## src/rtl/hilo_div_unit.sv

```systemverilog
// ---------------------------------------------------------------------------
// hilo_div_unit
//
// HI/LO register pair with an iterative restoring divider.
//   - MTHI/MTLO path (memory stage): hilowriteM with hilo_selM writes HI
//     (bit 1) and/or LO (bit 0) on the next edge, in any divider state.
//   - Divide path (execute stage): div_startE in IDLE latches the operands.
//     The unit then spends WIDTH cycles in BUSY, one quotient bit per cycle,
//     and one cycle in DONE. Leaving DONE writes LO=quotient, HI=remainder.
//     A zero divisor skips the iterations: LO=all-ones, HI=dividend.
//   - flushE in BUSY aborts the divide with no HI/LO write. A flush in DONE
//     does not cancel the result write.
//
// Optional feature: define HILO_SIGNED_DIV_EN to honour div_signedE.
// Signed divides work on operand magnitudes and fix up the signs at the end.
// Without the macro, div_signedE is ignored and every divide is unsigned.
//
// Ports
//   clk, rst      clock; synchronous active-high reset
//   hilowriteM    direct HI/LO write enable
//   hilo_selM     [1]=write HI, [0]=write LO
//   hiwdataM      HI write data
//   lowdataM      LO write data
//   div_startE    divide request
//   div_signedE   signed divide request (used only with HILO_SIGNED_DIV_EN)
//   div_aE        dividend
//   div_bE        divisor
//   flushE        execute-stage flush
//   div_stallE    stall request to the hazard unit (combinational)
//   div_done      one-cycle completion pulse, high while in DONE
//   hi_o, lo_o    HI / LO registers
//   div_state_o   divider FSM state (0=IDLE, 1=BUSY, 2=DONE), for debug
//
// Handshake: a divide is accepted in the cycle where the FSM is IDLE,
// div_startE=1 and flushE=0. div_stallE is high in that cycle and in every
// BUSY cycle, so the requesting instruction stays in the execute stage until
// the result is about to be written.
// ---------------------------------------------------------------------------
module hilo_div_unit #(
    parameter int WIDTH = 32
) (
    input  logic             clk,
    input  logic             rst,
    input  logic             hilowriteM,
    input  logic [1:0]       hilo_selM,
    input  logic [WIDTH-1:0] hiwdataM,
    input  logic [WIDTH-1:0] lowdataM,
    input  logic             div_startE,
    input  logic             div_signedE,
    input  logic [WIDTH-1:0] div_aE,
    input  logic [WIDTH-1:0] div_bE,
    input  logic             flushE,
    output logic             div_stallE,
    output logic             div_done,
    output logic [WIDTH-1:0] hi_o,
    output logic [WIDTH-1:0] lo_o,
    output logic [1:0]       div_state_o
);

    localparam int CNT_W = $clog2(WIDTH + 1);

    typedef enum logic [1:0] {
        S_IDLE = 2'd0,
        S_BUSY = 2'd1,
        S_DONE = 2'd2
    } state_e;

    state_e           state_q;
    logic [CNT_W-1:0] cnt_q;
    logic [WIDTH-1:0] quot_q;     // holds the dividend, shifts into the quotient
    logic [WIDTH-1:0] rem_q;      // partial remainder
    logic [WIDTH-1:0] dvs_q;      // divisor (magnitude)
    logic             dz_q;       // divisor was zero
    logic             div_done_q;
    logic [WIDTH-1:0] hi_q;
    logic [WIDTH-1:0] lo_q;

    // Operand magnitudes presented to the iterative core.
    logic [WIDTH-1:0] a_mag;
    logic [WIDTH-1:0] b_mag;

`ifdef HILO_SIGNED_DIV_EN
    logic a_neg;
    logic b_neg;
    logic neg_quot_q;             // operand signs differ
    logic neg_rem_q;              // dividend was negative

    always_comb begin
        a_neg = div_signedE & div_aE[WIDTH-1];
        b_neg = div_signedE & div_bE[WIDTH-1];
        a_mag = a_neg ? -div_aE : div_aE;
        b_mag = b_neg ? -div_bE : div_bE;
    end
`else
    logic unused_signed;

    assign a_mag         = div_aE;
    assign b_mag         = div_bE;
    assign unused_signed = div_signedE;
`endif

    // One restoring-division step. The partial remainder is always below the
    // divisor, so the shifted value fits in WIDTH+1 bits and the top bit of
    // the trial difference is the borrow.
    logic [WIDTH:0]   shifted;
    logic [WIDTH:0]   trial;
    logic [WIDTH-1:0] rem_d;
    logic [WIDTH-1:0] quot_d;

    always_comb begin
        shifted = {rem_q, quot_q[WIDTH-1]};
        trial   = shifted - {1'b0, dvs_q};
        if (trial[WIDTH]) begin
            rem_d  = shifted[WIDTH-1:0];
            quot_d = {quot_q[WIDTH-2:0], 1'b0};
        end else begin
            rem_d  = trial[WIDTH-1:0];
            quot_d = {quot_q[WIDTH-2:0], 1'b1};
        end
    end

    // Final HI/LO values written when leaving DONE. For a zero divisor the
    // remainder register carries the dividend magnitude; restoring the
    // dividend's sign gives back the raw dividend.
    logic [WIDTH-1:0] lo_d;
    logic [WIDTH-1:0] hi_d;

    always_comb begin
        lo_d = dz_q ? {WIDTH{1'b1}} : quot_q;
        hi_d = rem_q;
`ifdef HILO_SIGNED_DIV_EN
        if (!dz_q && neg_quot_q) lo_d = -quot_q;
        if (neg_rem_q)           hi_d = -rem_q;
`endif
    end

    always_ff @(posedge clk) begin
        if (rst) begin
            state_q    <= S_IDLE;
            cnt_q      <= '0;
            quot_q     <= '0;
            rem_q      <= '0;
            dvs_q      <= '0;
            dz_q       <= 1'b0;
            div_done_q <= 1'b0;
            hi_q       <= '0;
            lo_q       <= '0;
`ifdef HILO_SIGNED_DIV_EN
            neg_quot_q <= 1'b0;
            neg_rem_q  <= 1'b0;
`endif
        end else begin
            div_done_q <= 1'b0;

            // Direct write first; a DONE write below overrides it.
            if (hilowriteM) begin
                if (hilo_selM[1]) hi_q <= hiwdataM;
                if (hilo_selM[0]) lo_q <= lowdataM;
            end

            case (state_q)
                S_IDLE: begin
                    if (div_startE && !flushE) begin
                        quot_q  <= a_mag;
                        dvs_q   <= b_mag;
                        rem_q   <= '0;
                        cnt_q   <= '0;
                        dz_q    <= (div_bE == '0);
`ifdef HILO_SIGNED_DIV_EN
                        neg_quot_q <= a_neg ^ b_neg;
                        neg_rem_q  <= a_neg;
`endif
                        state_q <= S_BUSY;
                    end
                end

                S_BUSY: begin
                    if (flushE) begin
                        state_q <= S_IDLE;
                    end else if (dz_q) begin
                        rem_q      <= quot_q;
                        state_q    <= S_DONE;
                        div_done_q <= 1'b1;
                    end else begin
                        rem_q  <= rem_d;
                        quot_q <= quot_d;
                        cnt_q  <= cnt_q + 1'b1;
                        if (cnt_q == CNT_W'(WIDTH - 1)) begin
                            state_q    <= S_DONE;
                            div_done_q <= 1'b1;
                        end
                    end
                end

                S_DONE: begin
                    hi_q    <= hi_d;
                    lo_q    <= lo_d;
                    state_q <= S_IDLE;
                end

                default: state_q <= S_IDLE;
            endcase
        end
    end

    assign div_stallE  = ((state_q == S_IDLE) && div_startE && !flushE) ||
                         (state_q == S_BUSY);
    assign div_done    = div_done_q;
    assign hi_o        = hi_q;
    assign lo_o        = lo_q;
    assign div_state_o = state_q;

endmodule

```

## config.mk

```make
export PLATFORM = sky130hd
export DESIGN_NAME = hilo_div_unit
export DESIGN_NICKNAME = d
export VERILOG_FILES = /design/src/rtl/hilo_div_unit.sv
export SDC_FILE = /design/constraint.sdc
export NUM_CORES = 1
export LEC_CHECK = 0
export CAP_MARGIN = 20
export CORE_ASPECT_RATIO = 1.2
export CORE_MARGIN = 1.5
export CORE_UTILIZATION = 55
export DETAILED_ROUTE_END_ITERATION = 10
export PLACE_DENSITY = 0.9
export SLEW_MARGIN = 40
export SYNTH_ARGS = -nofsm -noshare
export SYNTH_HDL_FRONTEND = slang
export SYNTH_SLANG_ARGS = --single-unit
```

## constraint.sdc

```tcl
create_clock -name clk -period 6.1 [get_ports clk]
set_clock_uncertainty 0.2 [all_clocks]
set_input_delay 0.61 -clock clk [delete_from_list [all_inputs] [get_ports clk]]
set_output_delay 0.61 -clock clk [all_outputs]
set_load 0.02 [all_outputs]
```

# ---- Yosys cells after proc, flatten, opt, wreduce, memory -nomap -nowiden
# Cells that the tools add are included.
dict set report classes {
  n_eq_ne 7
  mux 28
  n_reduce_logical 18
  n_bitwise 1
  addsub 2
}
# cell n
set op_table {}
lappend op_table {{two-way mux 32 bit} 14}
lappend op_table {{one-hot mux 32 bit (2 select lines)} 2}
lappend op_table {{subtractor 33 x 32 -> 33 bit} 1}
lappend op_table {{zero test 32 bit} 1}
lappend op_table {{two-way mux 6 bit} 3}
lappend op_table {{one-hot mux 6 bit (2 select lines)} 1}
lappend op_table {{two-way mux 2 bit} 4}
lappend op_table {{AND reduction 2 bit} 4}
lappend op_table {{nonzero test 2 bit} 4}
lappend op_table {{adder 6 x 1 -> 6 bit (second input constant)} 1}
lappend op_table {{== test 6 x 5 -> 1 bit (second input constant)} 1}
lappend op_table {{!= test 2 bit (second input constant)} 3}
lappend op_table {{!= test 4 bit (second input constant)} 1}
lappend op_table {{one-hot mux 2 bit (2 select lines)} 1}
lappend op_table {{AND reduction 4 bit} 1}
lappend op_table {{logical AND 1 bit} 3}
lappend op_table {{two-way mux 1 bit} 3}
lappend op_table {{AND reduction 3 bit} 1}
lappend op_table {{OR reduction 3 bit} 1}
lappend op_table {{== test 2 x 1 -> 1 bit (second input constant)} 1}
lappend op_table {{== test 2 bit (second input constant)} 1}
lappend op_table {{zero test 2 bit} 1}
lappend op_table {{zero test 1 bit} 1}
lappend op_table {{logical OR 1 bit} 1}
lappend op_table {{inverter 1 bit} 1}
dict set report totals {
  word_cells 65
  in_bits 136
  ff_bits 170
  out_inout_bits 68
}

# ---- Depth between registers and ports, before layout
# Gate-level depths: netlist (run 1).
dict set report logic_depth {
  word_depth 5
  ltp_mapped 14
  mapped_depth_nobuf 12
}

# ---- Least setup slack after synthesis (run 1)
# Ideal clock, no wire load.
dict set report synth_timing {
  path_kind {register -> register}
  start {reg quot_q[31]}
  end {reg rem_q[13] (netlist: hi_d[13])}
  n_path_buf 1
  setup_time_ns 0.117
  synth_period_minus_slack_ns 2.951
  stages_incl_launch_ff 14
  setup_slack_ns 3.149
  t_required_ns 5.783
  t_arrival_ns 2.634
  path_cell_list {dfxtp_1 -> inv_1 -> ha_1 -> fa_1 -> nor2b_1 -> o31ai_4 -> a31oi_4 -> o21ai_1 -> nor3b_4 -> xnor2_2 -> buf_6 -> mux2i_1 -> o21ai_1 -> a22o_1}
}
dict set report synth_between {
  elab_chain_cells 5
}
# item line_no
set synth_rtl {}
lappend synth_rtl {{start, declared} 70} ;# logic [WIDTH-1:0] quot_q;
lappend synth_rtl {{start signal, assigned} 164} ;# quot_q <= a_mag;
lappend synth_rtl {{start signal, assigned} 186} ;# quot_q <= quot_d;
lappend synth_rtl {{subtractor 33 x 32 -> 33 bit} 112} ;# trial = shifted - {1'b0, dvs_q};
lappend synth_rtl {{two-way mux 32 bit} 113} ;# if (trial[WIDTH]) begin
lappend synth_rtl {{two-way mux 32 bit} 180} ;# end else if (dz_q) begin
lappend synth_rtl {{two-way mux 32 bit} 178} ;# if (flushE) begin
lappend synth_rtl {{one-hot mux 32 bit (2 select lines)} 161} ;# case (state_q)
lappend synth_rtl {{end signal, assigned} 181} ;# rem_q <= quot_q;
lappend synth_rtl {{end signal, assigned} 185} ;# rem_q <= rem_d;
lappend synth_rtl {{end, declared} 71} ;# logic [WIDTH-1:0] rem_q;
# No other way between the ends. The select of a mux whose other input is x is not followed.
# A chain may end at the register's enable or synchronous reset.

# ---- Final worst setup path (run 1)
# Same ends and word-level chain as after synthesis.

==> impl_metrics.ini, run 1 <==
[power_and_ir_drop]
pwr-share-seq = 0.412
p_comb_frac = 0.227
finalPower_mw = 2.93
intPower_mw = 2.08
swShare = 0.291
pwr_density_cell_nw_per_um2 = 245
leakage_nw = 4.53
clock_power_share = 0.361
p_switching_mw = 0.852
ir_drop_mv = 0.183

[worst_hold_path]
min_from = dvs_q[8]
hold_path_depth = 2
hold_path_class = flop to flop
holdPathEnd = dvs_q[8]

[clocking]
cts_resized = 0
cts.sinks = 170
cts-root-buf = clkbuf_16
htreeDepth = 4
cts.hold.buffers_added = 0
cts_max_path_buffers = 2
clkTransAtPathRegs_ns = 0.07
cts_tree = yes
cts-buffers-inserted = 17
insertion_delay_ns = 0.43
postCtsSetupRepairBufs = 0

[finish]
finalNetCount = 1544
drive_gt1_frac = 0.0541
multi_input_area_um2 = 5440
n_antenna_cell = 0
fillers = 1317
syn_to_final_growth_pct = 28.3
seqCellArea_um2 = 3400

[synthesis]
synth_top_family_by_area = simple AND/OR/NAND/NOR gates
synth-seq-area-share = 0.364
yosys-top-cells-area = dfxtp_1, nand2_1, nor2_1, a311oi_1, a21oi_1
synth-edff-count = 0
netlist.area_leader.share = 0.364
synth_fa_ha_area_frac = 0.0463
ys_types = 70
ys_warn_count = 0
synth_common_cells = nand2_1, dfxtp_1, nor2_1
synth_largest_area_cell = dfxtp_1
synth_ff_type = dfxtp_1
syn_nets = 1400
synth_xor_area_frac = 0.0299
ys_seq_elements = 170
ys_async_sr_fraction = 0
synth_area_per_cell_um2 = 7.60
synth_compound_area_frac = 0.222
synth_cells = 1230
synthMuxAreaShare = 0.0278
yosysMostFrequentCell = nand2_1
syn_area_um2 = 9350
synth-simple-area-share = 0.249

[sta]
hold_viol = 0
rsz0062_at_grt = false
worstMarginPinSlew_ns = 0.822
setup_viol = 0
maxSlewHeadroom = 0.447
max_freq_ghz = 0.258
fin_crit_sh = 0.635
finalSetupTns_ns = 0
final_max_slew_viol_count = 0
fin_crit_ns = 3.88

[floorplan]
io-pin-count = 204
die_w_um = 122
die_h_um = 146
start_util = 0.559
rows = 52
die_area_um2 = 17800
core_um2 = 16700

[route]
drt_pass1_iterations = 6
antenna_left = 0
wl_per_cell_um = 17.7
drc_errors = 0
viasPerCell = 5.98
drt_wl_total_mm = 28.4
vias = 9583
first_iter_violations = 977

[placement]
io_buffers = 202
place_hpwl_mm = 20.2
finalWeightedCongestion = 0.932

[worst_setup_path]
startpoint_type = flop
crit_fanout = 28
reg2reg_to = hi_d[13]
critPathRequiredTime_ns = 6.23
path_class = flop to flop
worst-r2r-cell-count = 13
cpPeakStageDelay_ns = 0.50
cp_common_cell = o21ai_1
timing.rr.start = quot_q[31]
r2r_slack_ns = 2.22
cp.arrival_ns = 4.00
crit_chain = inv_1, ha_1, fa_1, nor2b_1, o31ai_4, a31oi_4, o21ai_1, nor3b_4, xnor2_4, buf_4, mux2i_1, o21ai_1, a22o_1
crit_slowest_cell = buf_4
end_kind = flop

[grt]
grt_pass1_vias = 9134
overflow = 0
grt_pass1_wl_mm = 45.8
grt_use_total = 0.322
grt_max_degree = 85
antenna_found_initial = 0

[run_status]
status = complete, no violations

[flow_run]
cap_violations = 0
-- cells in the final DEF (no fill, tap or decap), drive strengths merged, types with 7 or more instances in the layout --
cell / synthesis / final
a211oi: 8 / 8
a21oi: 108 / 108
a22o: 18 / 18
a22oi: 8 / 8
a311oi: 66 / 66
buf: 19 / 18
clkbuf: 74 / 22
clkdlybuf4s50: 0 / 200
dfxtp: 170 / 170
ha: 33 / 33
inv: 39 / 41
mux2i: 26 / 26
nand2: 215 / 215
nand2b: 7 / 7
nand3: 41 / 41
nand4: 7 / 7
nor2: 161 / 161
nor2b: 8 / 8
nor3: 70 / 70
nor4: 10 / 10
o21ai: 54 / 54
xnor2: 19 / 19
xor2: 12 / 12
-- area by class of cell --
class / instances / area share
multi-input combinational: 928 / 0.453
tap: 216 / 0.0225
inverter: 39 / 0.0122
timing repair buffer: 218 / 0.180
clock inverter: 10 / 0.00751
clock buffer: 22 / 0.0404
sequential: 170 / 0.284
-- registers in the layout (all words and copies together) (netlist names) --
| register | count |
|---|---|
| quot_q | 32 |
| hi_o | 32 |
| div_state_o | 2 |
| dvs_q | 32 |
| cnt_q | 6 |
| lo_o | 32 |
| dz_q | 1 |
| hi_d | 32 |
| div_done | 1 |
-- worst max path at each step --
stage / startpoint / endpoint / slack, ns / cells past startpoint
finish: quot_q[31] / hi_d[13] / 2.22 / 13
global route: quot_q[31] / hi_d[13] / 1.98 / 13
CTS: quot_q[31] / hi_d[13] / 2.27 / 13
detailed placement: quot_q[31] / hi_d[13] / 2.28 / 13
global placement: flushE / cnt_q[5] / 2.28 / 8
floorplan: quot_q[31] / hi_d[13] / 3.15 / 13
-- power groups by stage --
| stage | logic (mW) | registers (mW) | clock network, mW |
|---|---|---|---|
| finish | 0.665 | 1.21 | 1.06 |
| global route | 0.724 | 1.21 | 1.11 |
| CTS | 0.659 | 1.21 | 1.06 |
| detailed placement | 0.650 | 1.23 | 0 |
| global placement | 0.638 | 1.23 | 0 |
| floorplan | 0.423 | 1.24 | 0 |
-- cells by family after synthesis --
family / after synthesis
AOI/OAI and AO/OA: 301
xor gates and xnor gates: 31
adders and majority gates: 34
buffers and inverters: 132
DFF: 170
muxes: 26
and+or+nand+nor: 536
-- stage by stage --
step | worst slack (ns) | cells | cell area, um^2 | hold WS [ns] | util
2_1_floorplan | 3.15 | 1230 | 9350 | 0.236 | -
3_3_place_gp | 2.28 | 1569 | 11400 | 0.243 | 0.681
3_5_place_dp | 2.28 | 1571 | 11400 | 0.251 | 0.683
4_1_cts | 2.27 | 1603 | 12000 | 0.260 | 0.717
5_1_grt | 1.98 | 1603 | 12000 | 0.282 | 0.717
6_report | 2.22 | 1603 | 12000 | 0.259 | 0.717
-- critical path, delay by kind of cell (launching register included) --
family,cells,cell delay (ns)
AO/OA/AOI/OAI,5,0.76
XOR/XNOR,1,0.43
adder cells (fa/ha/maj),2,0.66
buffers and inverters,2,0.61
flip-flops,1,0.39
multiplexers,1,0.26
AND/OR/NAND/NOR,2,0.45
-- per-layer routing --
metal  up-vias  GRT usage  routed length [um]
met2       440      0.508               13200
li1       4628          -                   -
met5         -          0                   0
met1      4438      0.426               11900
met4         0      0.133                 979
met3        77     0.0694                2330
(Power assumes the default switching activity.)
==> inputs of run 2 (changes only) <==
Settings changed: CORE_UTILIZATION 55 to 52, PLACE_DENSITY 0.9 to 0.86.
Clock period 6.1 ns to 3.95 ns, I/O delays scaled along.
==> run 2 against run 1 <==
  * Critical path depth unchanged
  * Register-to-register slack worse by 1.7 ns
  * Non-clock buffer count up 2
  * Die area up 5.6%
  * Sequential share of layout area down 0.068 points
  * First-iteration DRC count down 30%
  * Hold slack worse by 0.13 ns
  * Routed wire length down 1.3%
  * Total power up 52%
  * Clock power up 48%
  * Via count down 0.25%
  * Combinational power up 55%
==> impl_metrics.ini, run 2 (synthesis results as in run 1) <==
[floorplan]
die_w_um = 125
core_um2 = 17600
start_util = 0.532
rows = 53
die_h_um = 150
die_area_um2 = 18800
io-pin-count = 204

[grt]
grt_pass1_wl_mm = 45.5
grt_use_total = 0.296
antenna_found_initial = 0
grt_pass1_vias = 9093
grt_max_degree = 69
overflow = 0

[clocking]
clkTransAtPathRegs_ns = 0.07
cts-root-buf = clkbuf_16
insertion_delay_ns = 0.43
cts_resized = 0
htreeDepth = 4
postCtsSetupRepairBufs = 0
cts.hold.buffers_added = 0
cts.sinks = 170
cts-buffers-inserted = 17
cts_max_path_buffers = 2
cts_tree = yes

[sta]
setup_viol = 0
maxSlewHeadroom = 0.494
final_max_slew_viol_count = 0
hold_viol = 0
setup_ws_ns = 0.524
max_freq_ghz = 0.292
fin_crit_sh = 0.867
fin_crit_ns = 3.43
worstMarginPinSlew_ns = 0.752
finalSetupTns_ns = 0
rsz0062_at_grt = false

[power_and_ir_drop]
pwr_density_cell_nw_per_um2 = 372
leakage_nw = 4.53
ir_drop_mv = 0.334
finalPower_mw = 4.47

[finish]
finalNetCount = 1546
drive_gt1_frac = 0.0555
n_antenna_cell = 0
final_cell_mix = nand2_1, clkdlybuf4s50_1, dfxtp_1
fin_area_um2 = 12000
syn_to_final_growth_pct = 28.6
layout_commonest_cell = nand2_1
fillers = 1450

[flow_run]
cap_violations = 0

[route]
viasPerCell = 5.94
wl_per_cell_um = 17.4
drt_wl_total_mm = 28.1
antenna_left = 0
drt_pass1_iterations = 5
first_iter_violations = 688
drc_errors = 0
vias = 9559

[placement]
io_buffers = 202
preCtsSetupSlack_ns = 0.520
dpl_cell_area_um2 = 11500
place_hpwl_mm = 20.0
finalWeightedCongestion = 0.922

[worst_setup_path]
cp.arrival_ns = 3.54
worst-r2r-cell-count = 13
path_class = flop to flop
crit_fanout = 26
startpoint_type = flop
end_kind = flop
critPathRequiredTime_ns = 4.07

[worst_hold_path]
hold_path_depth = 2
hold_path_class = input port to flop

[run_status]
status = complete, no violations
==> run 2: cell count changes in the layout (fill, tap and decap cells not counted), sizes merged <==
cell	change
clkbuf	-1
inv	-1
clkinvlp	+3
bufinv	-1
clkdlybuf4s50	+1
buf	+1
clkinv	-1
==> run 2: worst max-delay path, stage by stage (launching register included) <==
cell and delay [ns]:
dfxtp_1 0.37, inv_1 0.08, ha_1 0.24, fa_1 0.41, nor2b_1 0.29, o31ai_4 0.10, a31oi_4 0.23, o21ai_1 0.11
nor3b_4 0.18, xnor2_4 0.15, buf_4 0.38, mux2i_1 0.24, o21ai_1 0.08, a22o_1 0.25
==> run 2: power breakdown <==
| part | switching (mW) | leakage [nW] | internal [mW] |
|---|---|---|---|
| registers | 0.0711 | 1.39 | 1.80 |
| clock network | 0.701 | 0.255 | 0.866 |
| logic | 0.544 | 2.88 | 0.489 |
==> run 2: routing by layer <==
layer	up-vias	wire [um]	global-route usage
li1	4627	-	-
met1	4492	11900	0.386
met2	392	13300	0.484
met3	48	2150	0.0676
met4	0	683	0.102
met5	-	0	0
==> run 2: metrics by stage <==
step | cells | utilization | hold slack, ns
6_report | 1608 | 0.684 | 0.128
5_1_grt | 1608 | 0.684 | 0.119
4_1_cts | 1607 | 0.683 | 0.114
3_5_place_dp | 1576 | 0.652 | 0.251
3_3_place_gp | 1575 | 0.650 | 0.243
2_1_floorplan | 1230 | - | 0.236
==> run 2: final cells by class <==
class / count / area (um^2) / area share
Clock buffer: 21 / 480 / 0.0400
Tap cell: 220 / 275 / 0.0229
Sequential cell: 170 / 3400 / 0.283
Inverter: 39 / 146 / 0.0122
Clock inverter: 10 / 68.8 / 0.00573
Timing Repair Buffer: 220 / 2200 / 0.183
Multi-Input combinational cell: 928 / 5440 / 0.453
==> run 2: path summary, 6_finish.rpt <==
| check | end | from | slack, ns |
|---|---|---|---|
| setup / recovery | hi_d[13] | quot_q[31] | 0.52 |
| hold / removal | lo_o[31] | rst | 0.13 |
| setup reg to reg | hi_d[13] | quot_q[31] | 0.52 |
| hold reg to reg | dvs_q[10] | dvs_q[10] | 0.26 |
==> inputs of run 3 (changes only) <==
Settings changed: SLEW_MARGIN 40 to 10.
==> run 3 against run 2 <==
  * Final cell count unchanged
  * Register-to-register slack lost 0.02 ns
  * Fmax is 0.60% lower
  * Routed wire length up 0.78%
  * Via count rose by 0.56%
  * Sequential power about the same
  * Cell area rose by 0.45%
  * Total power rose by 4.3%
  * Highest routed layer unchanged
  * Critical path depth is the same
  * Clock power increased by 11%
  * Flip-flop and latch count unchanged
==> impl_metrics.ini, run 3 (synthesis results as in run 1) <==
[sta]
setup_ws_ns = 0.503
worstMarginPinSlew_ns = 1.05
maxSlewHeadroom = 0.302
final_max_slew_viol_count = 0
max_freq_ghz = 0.290
hold_viol = 0
fin_crit_ns = 3.45
fin_crit_sh = 0.873
setup_viol = 0
finalSetupTns_ns = 0
rsz0062_at_grt = false

[worst_setup_path]
critPathRequiredTime_ns = 4.07
cpPeakStageDelay_ns = 0.42
path_class = flop to flop
crit_buf_inv = 2
worst-r2r-cell-count = 13
timing.rr.start = quot_q[31]
cp.arrival_ns = 3.57
crit_chain = inv_1, ha_1, fa_1, nor2b_1, o31ai_4, a31oi_4, o21ai_1, nor3b_4, xnor2_4, buf_4, mux2i_1, o21ai_1, a22o_1
cp_top_family = compound AO/OA/AOI/OAI gates
end_kind = flop
r2r_slack_ns = 0.50
startpoint_type = flop
cp_common_cell = o21ai_1
crit_fanout = 26
crit_slowest_cell = fa_1
reg2reg_to = hi_d[13]

[power_and_ir_drop]
finalPower_mw = 4.66
pwr_density_cell_nw_per_um2 = 386
p_comb_frac = 0.223
pwr-share-seq = 0.401
swShare = 0.284
clock_power_share = 0.376
p_switching_mw = 1.32
ir_drop_mv = 0.278
leakage_nw = 4.56
intPower_mw = 3.33

[grt]
grt_max_degree = 96
overflow = 0
grt_pass1_wl_mm = 45.4
grt_pass1_vias = 9138
antenna_found_initial = 0
grt_use_total = 0.295

[clocking]
cts-root-buf = clkbuf_16
cts_tree = yes
cts_max_path_buffers = 2
insertion_delay_ns = 0.43
htreeDepth = 4
cts.sinks = 170
postCtsSetupRepairBufs = 0
clkTransAtPathRegs_ns = 0.07
cts-buffers-inserted = 17
cts_resized = 0
cts.hold.buffers_added = 0

[route]
vias = 9613
antenna_left = 0
drt_pass1_iterations = 6
drc_errors = 0
wl_per_cell_um = 17.6
viasPerCell = 5.98
first_iter_violations = 646
drt_wl_total_mm = 28.3

[finish]
n_antenna_cell = 0
final_cell_mix = nand2_1, clkdlybuf4s50_1, dfxtp_1
final_core_util = 0.687
finalNetCount = 1545
drive_gt1_frac = 0.0540
layout_commonest_cell = nand2_1
syn_to_final_growth_pct = 29.2

[floorplan]
die_h_um = 150
core_um2 = 17600
die_w_um = 125
io-pin-count = 204
die_area_um2 = 18800
start_util = 0.532
rows = 53

[flow_run]
cap_violations = 0

[placement]
preCtsSetupSlack_ns = 0.545
place_hpwl_mm = 20.0
finalWeightedCongestion = 0.922
io_buffers = 202

[run_status]
status = complete, no violations

[worst_hold_path]
hold_path_depth = 2
hold_path_class = input port to flop
holdPathEnd = lo_o[29]
min_from = rst
[run 3: worst max-delay path by stage]
stage / startpoint / end / slack (ns) / cells past startpoint
5_1_grt: quot_q[31] / hi_d[13] / 0.35 / 13
4_1_cts: quot_q[31] / hi_d[13] / 0.51 / 13
3_3_place_gp: quot_q[31] / hi_d[13] / 0.62 / 13
3_5_place_dp: quot_q[31] / hi_d[13] / 0.54 / 13
2_1_floorplan: quot_q[31] / hi_d[13] / 1.0 / 13
6_report: quot_q[31] / hi_d[13] / 0.50 / 13
[run 3: metal layers]
metal / vias up / track usage / wire (um)
li1: 4624 / - / -
met1: 4532 / 0.386 / 12200
met2: 403 / 0.486 / 13300
met3: 54 / 0.0611 / 2070
met4: 0 / 0.103 / 713
met5: - / 0 / 0
[run 3: power groups by stage]
stage	combinational [mW]	clock (mW)	sequential [mW]
finish	1.04	1.75	1.87
global placement	0.997	0	1.90
detailed placement	1.02	0	1.90
global route	1.13	1.82	1.87
CTS	1.03	1.75	1.86
floorplan	0.653	0	1.92
[run 3: worst register-to-register path, stage by stage, from the launching register on]
cell and delay, ns:
dfxtp_1 0.37, inv_1 0.08, ha_1 0.24, fa_1 0.42
nor2b_1 0.29, o31ai_4 0.10, a31oi_4 0.24, o21ai_1 0.12
nor3b_4 0.19, xnor2_4 0.15, buf_4 0.38, mux2i_1 0.24
o21ai_1 0.08, a22o_1 0.25
[run 3: stage by stage]
step	cell area, um^2	instances	hold slack [ns]
global route	12100	1608	0.125
floorplan	9350	1230	0.236
global placement	11400	1575	0.243
CTS	12100	1608	0.114
finish	12100	1608	0.122
detailed placement	11500	1576	0.251
[run 3: area by class of cell]
| cell class | count | area (um^2) |
|---|---|---|
| fill | 1467 | 5500 |
| multi-input combinational | 928 | 5440 |
| tap | 220 | 275 |
| timing repair buffer | 219 | 2190 |
| sequential | 170 | 3400 |
| clock inverter | 10 | 141 |
| inverter | 39 | 146 |
| clock buffer | 22 | 474 |
